File: src/rtl/noc_local_interface.sv
// noc_local_interface: PE-side endpoint of a router local port.
// Packetises core requests into 17-bit flits and buffers ejected flits with credit return.
module noc_local_interface #(
   parameter logic [5:0] NODE_ID  = 6'd7,
   parameter int         RX_DEPTH = 4
) (
   input  logic        clk,
   input  logic        rst,
   input  logic        tx_valid_i,
   input  logic [5:0]  tx_dest_i,
   input  logic [3:0]  tx_len_i,
   output logic        tx_ready_o,
   input  logic [13:0] tx_word_i,
   input  logic        tx_word_valid_i,
   output logic        tx_word_ready_o,
   input  logic        local_full_i,
   output logic [16:0] inj_data_o,
   input  logic [16:0] ej_data_i,
   output logic        consume_o,
   output logic [15:0] rx_data_o,
   output logic        rx_valid_o,
   input  logic        rx_ready_i,
   output logic        rx_overflow_o
);
   localparam int AW = $clog2(RX_DEPTH);
   localparam int CW = $clog2(RX_DEPTH + 1);

   typedef enum logic [1:0] {IDLE, HEAD, BODY} state_t;

   state_t        state_q, state_d;
   logic [5:0]    dest_q, dest_d;
   logic [3:0]    cnt_q, cnt_d;
   logic [16:0]   inj_q, inj_d;
   logic          take;

   always_ff @(posedge clk or negedge rst)
      if (!rst) state_q <= IDLE;
      else state_q <= state_d;

   always_comb begin
      state_d = state_q;
      case (state_q)
         IDLE:    state_d = tx_valid_i ? HEAD : IDLE;
         HEAD:    state_d = local_full_i ? HEAD : (cnt_q == 4'd0 ? IDLE : BODY);
         BODY:    state_d = (take && cnt_q == 4'd1) ? IDLE : BODY;
         default: state_d = IDLE;
      endcase
   end

   // Flits are only loaded when the router's look-ahead full flag is low this cycle.
   always_comb begin
      tx_ready_o      = state_q == IDLE;
      take            = state_q == BODY && tx_word_valid_i && !local_full_i;
      tx_word_ready_o = take;
      dest_d          = dest_q;
      cnt_d           = cnt_q;
      inj_d           = '0;
      if (state_q == IDLE && tx_valid_i) begin
         dest_d = tx_dest_i;
         cnt_d  = tx_len_i;
      end
      if (state_q == HEAD && !local_full_i)
         inj_d = {1'b1, cnt_q == 4'd0 ? 2'b11 : 2'b01, dest_q, NODE_ID, 2'b00};
      if (take) begin
         inj_d = {1'b1, cnt_q == 4'd1 ? 2'b10 : 2'b00, tx_word_i};
         cnt_d = cnt_q - 4'd1;
      end
   end

   always_ff @(posedge clk or negedge rst)
      if (!rst) begin
         dest_q <= '0;
         cnt_q  <= '0;
         inj_q  <= '0;
      end else begin
         dest_q <= dest_d;
         cnt_q  <= cnt_d;
         inj_q  <= inj_d;
      end

   assign inj_data_o = inj_q;

   logic [15:0]   mem_q [RX_DEPTH];
   logic [AW-1:0] wp_q, rp_q;
   logic [CW-1:0] occ_q;
   logic          ovf_q, cons_q, push, pop, full, wr;

   function automatic logic [AW-1:0] nxt(input logic [AW-1:0] p);
      return p == AW'(RX_DEPTH - 1) ? '0 : p + 1'b1;
   endfunction

   assign push          = ej_data_i[16];
   assign full          = occ_q == CW'(RX_DEPTH);
   assign rx_valid_o    = occ_q != '0;
   assign pop           = rx_valid_o && rx_ready_i;
   assign wr            = push && (!full || pop);
   assign rx_data_o     = rx_valid_o ? mem_q[rp_q] : '0;
   assign rx_overflow_o = ovf_q;
   assign consume_o     = cons_q;

   always_ff @(posedge clk or negedge rst)
      if (!rst) begin
         wp_q   <= '0;
         rp_q   <= '0;
         occ_q  <= '0;
         ovf_q  <= 1'b0;
         cons_q <= 1'b0;
      end else begin
         if (wr) wp_q <= nxt(wp_q);
         if (pop) rp_q <= nxt(rp_q);
         occ_q  <= occ_q + CW'(wr) - CW'(pop);
         if (push && full && !pop) ovf_q <= 1'b1;
         cons_q <= pop;
      end

   always_ff @(posedge clk)
      if (wr) mem_q[wp_q] <= ej_data_i[15:0];
endmodule

File: config.mk
export PLATFORM = sky130hd
export DESIGN_NAME = noc_local_interface
export DESIGN_NICKNAME = d
export VERILOG_FILES = /design/src/rtl/noc_local_interface.sv
export SDC_FILE = /design/constraint.sdc
export NUM_CORES = 1
export LEC_CHECK = 0
export CAP_MARGIN = 30
export CORE_MARGIN = 2
export CORE_UTILIZATION = 46
export DETAILED_ROUTE_END_ITERATION = 7
export MAX_ROUTING_LAYER = met4
export PLACE_DENSITY = 0.85
export SYNTH_ARGS = -nofsm -noshare
export SYNTH_HDL_FRONTEND = slang
export SYNTH_SLANG_ARGS = --single-unit
File: constraint.sdc
create_clock -name clk -period 2.4 [get_ports clk]
set_input_delay 0.36 -clock clk [delete_from_list [all_inputs] [get_ports clk]]
set_output_delay 0.36 -clock clk [all_outputs]
set_load 0.01 [all_outputs]
==> impl_results.md, run 1 <==
* Run status: complete, no violations
* Final GP Congestion at 0.741
* Hold Crit Class: in -> async
* Total Wirelength at 7340 µm
* Commonest non-fill, non-tap cell in the layout: clkdlybuf4s50_1
* Tmin final at 2.33 ns
* Initial antenna violation count at 0
* Crit end category: output pin
* GR Util All Layers at 16.6%
* Cell total after placement at 419
* Die Wd at 98.3 µm
* Port-buffer cells at 84
* Site row count at 34
* Clk_lat worst skew at 0.35 ns
* Yosys top cell by area: edfxtp_1
* Lkg Pwr at 0.00208 µW
* Final worst setup slack at 0.0671 ns
* FF-to-FF Start: occ_q[1]
* Largest net degree at the start of global routing at 39
* IO Pins at 85
* Final Max Slew Viols at 0
* Yosys top cell area share at 47.0%
* Share of cells above drive strength 1 at 17.8%
* CTS Hold Bufs at 0
* Ys Warns at 0
* Number of antenna diodes at 0
* Top_reg_cell synth: edfxtp_1
* Syn_nets at 286
* Post-route ant nets at 0
* Synth unique cells at 36
* Num CTS Buffers at 9
* Avg Inst Size Synth at 17.9 µm²
* PwrDens at 1100 nW/µm²
* Clock skew at 0.00413 ns
* Maximum vdd drop at 0.580 mV
* DR DRC count at 0
* CP max FO at 7
* Setup violations, final at 0
* # nets final at 383
* Reg2reg path depth at 8
* Design area at 5320 µm²
* HPWL Detailed at 5070 µm
* Tot Pwr at 5830 µW
* Vias at 2232
* Clk slew on worst S/H paths at 0.09 ns
* R2R Setup Slk at 0.14 ns
* Post-route clock period utilization at 97.2%
* Synth async-reset ratio at 37.3%
* Critical Path RT at 2.04 ns
* Starting DRT DRC Count at 84
* Dpl ws at -0.0991 ns
* Vias in the first global route at 2461
* Layout area overhead at 29.9%
* CTS root buffer: clkbuf_8
* Number of fill cells in the layout at 667
* H-tree levels at 3
* Critical Path AT at 1.97 ns
* RSZ-0062 raised after global routing: no
* Wire per inst at 16.7 µm
* Reg2reg end: occ_q[2]
* Hold_ws at 0.103 ns
* Starting density of the core at 47.1%
* Synth area leaders: edfxtp_1, dfrtp_1, mux4_2, and2_1, ha_1
* Most frequent cells in the layout: clkdlybuf4s50_1, edfxtp_1, dfrtp_1
* Overflow after GRT at 0
* Dpl cell area at 5070 µm²
* Sequential fraction of the synthesis area at 70.2%
* Max Cap Viol at 0
* Max Fclk at 429 MHz
* Synthesized cell area at 4090 µm²
* Hold Violations, Final at 0
* Element type at the critical path start: flip-flop
* CTS tree: built
* Non-filler cells, final at 439
* Number of synthesized flops with an enable pin at 64
* Total core area at 8680 µm²
* Synth Instances at 229
* CP Class: reg -> out
* Slew @ Worst Pin at 0.837 ns
* Synth Register Bits at 102
* Die height at 98.3 µm
* First-pass GRT wire length at 12000 µm
* Vias/cell at 5.08
* Die Area at 9660 µm²
* TritonCTS Sinks at 102
* Drt pass-1 iters at 4
* Clk buf depth at 2
* Max_slew headroom at 44.2%
## what timing repair did
action	4_1_cts	5_1_grt
resized for setup	20	2
setup buffers	3	0
endpoints found under the hold margin	0	0
pin swaps	0	1
gates cloned	1	0
endpoints found under the setup margin	16	3
## report_power, final
part           internal (µW)  switching, µW
registers               2330            198
clock network            485            561
logic                   1280            973
## through the flow
| stage | util [%] | setup TNS (ns) |
|---|---|---|
| floorplan | - | 0 |
| global placement | 58.5 | -0.0334 |
| detailed placement | 58.5 | -0.0991 |
| CTS | 61.2 | 0 |
| global route | 61.2 | 0 |
| finish | 61.2 | 0 |
## registers in the layout, indices dropped and copies added, names as in the netlist
name and count:
wp_q 2, consume_o 1, rp_q 2, cnt_q 4
mem_q 64, occ_q 3, inj_data_o 17, rx_overflow_o 1
dest_q 6, state_q 2
## worst max path at each step
stage | start | to | slack [ns] | cells after the start
floorplan | occ_q[1] | occ_q[2] | 0.14 | 9
global placement | rx_ready_i | occ_q[2] | -0.03 | 10
finish | rp_q[0] | rx_data_o[9] | 0.07 | 5
detailed placement | rx_ready_i | occ_q[2] | -0.1 | 10
global route | rp_q[0] | rx_data_o[8] | 0.006 | 5
CTS | rp_q[0] | rx_data_o[1] | 0.04 | 5
## worst max-delay path: stages, from the launching register on
cell	delay, ns
dfrtp_2	0.41
buf_4	0.13
buf_12	0.13
mux4_2	0.51
and2_1	0.17
dlygate4sd2_1	0.28
## logic make-up after synthesis
kind of cell | share of synthesized area, %
AO/OA/AOI/OAI | 3.89
XOR/XNOR | 0.428
flip-flops | 70.2
multiplexers | 12.5
adder cells (fa/ha/maj) | 3.24
AND/OR/NAND/NOR | 6.67
buffers and inverters | 3.09
## routing by layer
metal	global-route usage, %	wire [µm]
met5	-	0
met4	4.74	43
met3	5.30	504
met2	28.0	3810
met1	19.3	2980
## final cells by class
cell class | count | area [µm²] | share of cell area (%)
clock buffer | 9 | 124 | 2.33
inverter | 12 | 45.0 | 0.847
clock inverter | 7 | 70.1 | 1.32
multi-input combinational | 104 | 1100 | 20.7
sequential | 102 | 2870 | 54.1
tap | 108 | 135 | 2.54
timing repair buffer | 97 | 965 | 18.1
## Yosys cell counts (4+ instances only)
library cell and n:
buf_2 7, mux2_2 9, inv_1 12, edfxtp_1 64
mux4_2 14, dfrtp_1 38, ha_1 9, nor2_1 6
and2_1 25, a21o_1 4, a22o_1 6
Power figures use the tool's default switching activity.
==> run 2: changes to the inputs <==
CAP_MARGIN = 20   (was 30)
==> results of run 2 <==
Same layout as run 1: the final DEF is identical, and so are final timing and power.
==> run 3: changes to the inputs <==
CELL_PAD_IN_SITES_DETAIL_PLACEMENT = 0   (was default)
CELL_PAD_IN_SITES_GLOBAL_PLACEMENT = 2   (was default)
CORE_UTILIZATION = 39   (was 46)
PLACE_DENSITY = 0.93   (was 0.85)
clock period = 2.9 ns   (was 2.4 ns; I/O delays follow)
==> impl_results.md, run 3 (synthesis results as in run 1) <==
* Total core area at 10200 µm² (+18%)
* Top reg by flops: mem_q
* Reg2reg end: occ_q[2]
* FF-to-FF Start: occ_q[1]
* RSZ-0062 raised after global routing: no
* Setup bufs post-CTS at 0 (-3)
* WP buf/inv at 1 (-2)
* Setup Total Neg Slack at 0 ns (unchanged)
* Reg2reg path depth at 8 (unchanged)
* Run status: complete, no violations
* Vias/cell at 4.94 (-2.9%)
* Die Area at 11300 µm² (+17%)
* Maximum vdd drop at 0.337 mV (-42%)
* Hold Crit Class: in -> async
* Crit end category: output pin
* Max Cap Viol at 0 (unchanged)
* Setup violations, final at 0 (unchanged)
* Overflow after GRT at 0 (unchanged)
* Layout area overhead at 29.4%
* Dpl cell area at 5110 µm² (+0.74%)
* Tmin final at 2.70 ns
* DR DRC count at 0 (unchanged)
* HPWL Detailed at 5040 µm (-0.73%)
* Max stage delay cell, worst path: dfrtp_1
* Multi-input logic area at 1110 µm² (+0.34%)
* Critical Path AT at 2.27 ns (+0.30 ns)
* CP max FO at 18 (+11)
* Max_slew headroom at 40.9% (-3.3 points)
* Seq. cell area at 2870 µm² (about the same)
* Max Fclk at 370 MHz
* CTS tree: built
* GR Util All Layers at 14.3% (-2.3 points)
* PwrDens at 898 nW/µm² (-18%)
* Initial antenna violation count at 0 (unchanged)
* Site row count at 37 (+8.8%)
* H-tree levels at 3 (unchanged)
* GRT met3 Usage at 3.80% (-1.5 points)
* Number of fill cells in the layout at 845 (+27%)
* CP Class: reg -> out
* Largest register FFs at 64 (unchanged)
* Cell total after placement at 449 (+7.2%)
* TritonCTS Sinks at 102 (unchanged)
* Post-route ant nets at 0 (unchanged)
* Final Max Slew Viols at 0 (unchanged)
* Resize count post-CTS at 0 (-100%)
* Commonest non-fill, non-tap cell in the layout: clkdlybuf4s50_1
* Clk buf depth at 2 (unchanged)
* Element type at the critical path start: flip-flop
* Starting density of the core at 40.0% (-7.2 points)
* Crit. path cell count at 3 (-2)
* Hold Violations, Final at 0 (unchanged)
* GRT busiest layer: met2
* Share of cells above drive strength 1 at 16.7% (-1.1 points)
* CTS root buffer: clkbuf_8
* CTS Hold Bufs at 0 (unchanged)
* Clock skew at 0.0110 ns (+0.00690 ns)
* Port-buffer cells at 84 (unchanged)
* Number of antenna diodes at 0 (unchanged)
* Slew @ Worst Pin at 0.887 ns (+0.0495 ns)
* Total Wirelength at 7490 µm (+2.1%)
* R2R Setup Slk at 0.62 ns (+0.48 ns)
* Critical Path Max Stage Delay at 0.86 ns (+0.35 ns)
* Clk slew on worst S/H paths at 0.10 ns (about the same)
* Final GP Congestion at 0.697 (-5.9%)
* Die Wd at 106 µm (+8.3%)
* CP endpoint: rx_data_o[10]
* Largest net degree at the start of global routing at 39 (unchanged)
* Crit. Startpoint: rp_q[1]
* Grt met2 use at 23.4% (-4.6 points)
* Wire per inst at 16.1 µm (-3.6%)
* Vias in the first global route at 2450 (-0.45%)
* Crit-path leading delay family: flip-flops
* Starting DRT DRC Count at 94 (+12%)
* Num CTS Buffers at 9 (unchanged)
* # nets final at 381 (-0.52%)
* Critical Path RT at 2.47 ns (+0.43 ns)
* Met1 usage at 17.4% (-1.9 points)
* Die height at 106 µm (+8.3%)
* Post-route clock period utilization at 93.2%
* Clk_lat worst skew at 0.36 ns (about the same)
* Most frequent cells in the layout: clkdlybuf4s50_1, edfxtp_1, dfrtp_1
* Design area at 5290 µm² (-0.40%)
* Vias at 2296 (+2.9%)
* Lkg Pwr at 0.00202 µW (-3.0%)
* Cells along the critical path: mux4_2, and2_1, clkdlybuf4s50_1
* First-pass GRT wire length at 12100 µm (+0.92%)
* Drt pass-1 iters at 5 (+1)
* IO Pins at 85 (unchanged)
* Non-filler cells, final at 465 (+5.9%)
run 3: cell types whose count changed in the layout (fill, tap and decap cells not counted), sizes merged:
cell	previous run	this run
buf	14	12
bufinv	1	0
clkdlybuf4s15	2	0
clkdlybuf4s50	67	83
clkinvlp	1	3
dlygate4sd2	14	0
inv	15	14
run 3: how the worst min path moves through the flow:
| stage | from | end | slack, ns | depth (start not counted) |
|---|---|---|---|---|
| global placement | rx_overflow_o | rx_overflow_o | 0.44 | 1 |
| global route | rst | state_q[0] | 0.25 | 1 |
| detailed placement | rx_overflow_o | rx_overflow_o | 0.44 | 1 |
| floorplan | rst | cnt_q[0] | 0.14 | 0 |
| CTS | rst | state_q[0] | 0.21 | 1 |
| finish | rst | state_q[0] | 0.19 | 1 |
run 3: power by group:
part | total [µW] | internal (µW) | switching, µW
sequential | 2130 | 1920 | 205
combinational | 1800 | 1070 | 727
clock | 822 | 322 | 500
total | 4750 | 3320 | 1430
run 3: area by class of cell:
type                       count  area share (%)
sequential                   102            54.3
clock buffer                   9            2.34
clock inverter                 7            1.09
timing repair buffer          95            17.3
inverter                      12           0.851
multi-input combinational    104            20.9
tap                          136            3.21
run 3: through the flow:
stage | util (%) | total power, µW | setup slack (ns) | hold WS [ns]
after detailed placement | 50.0 | 4000 | 0.382 | 0.443
after global routing | 51.7 | 5060 | 0.0547 | 0.246
after global placement | 50.0 | 3940 | 0.454 | 0.441
after floorplan | - | 3200 | 0.645 | 0.139
final | 51.7 | 4750 | 0.197 | 0.194
after CTS | 51.7 | 4830 | 0.133 | 0.207
run 3: metal layers:
| metal | wire, µm | vias up |
|---|---|---|
| li1 | - | 1044 |
| met1 | 3160 | 1162 |
| met2 | 3770 | 79 |
| met3 | 496 | 11 |
| met4 | 59 | 0 |
| met5 | 0 | - |
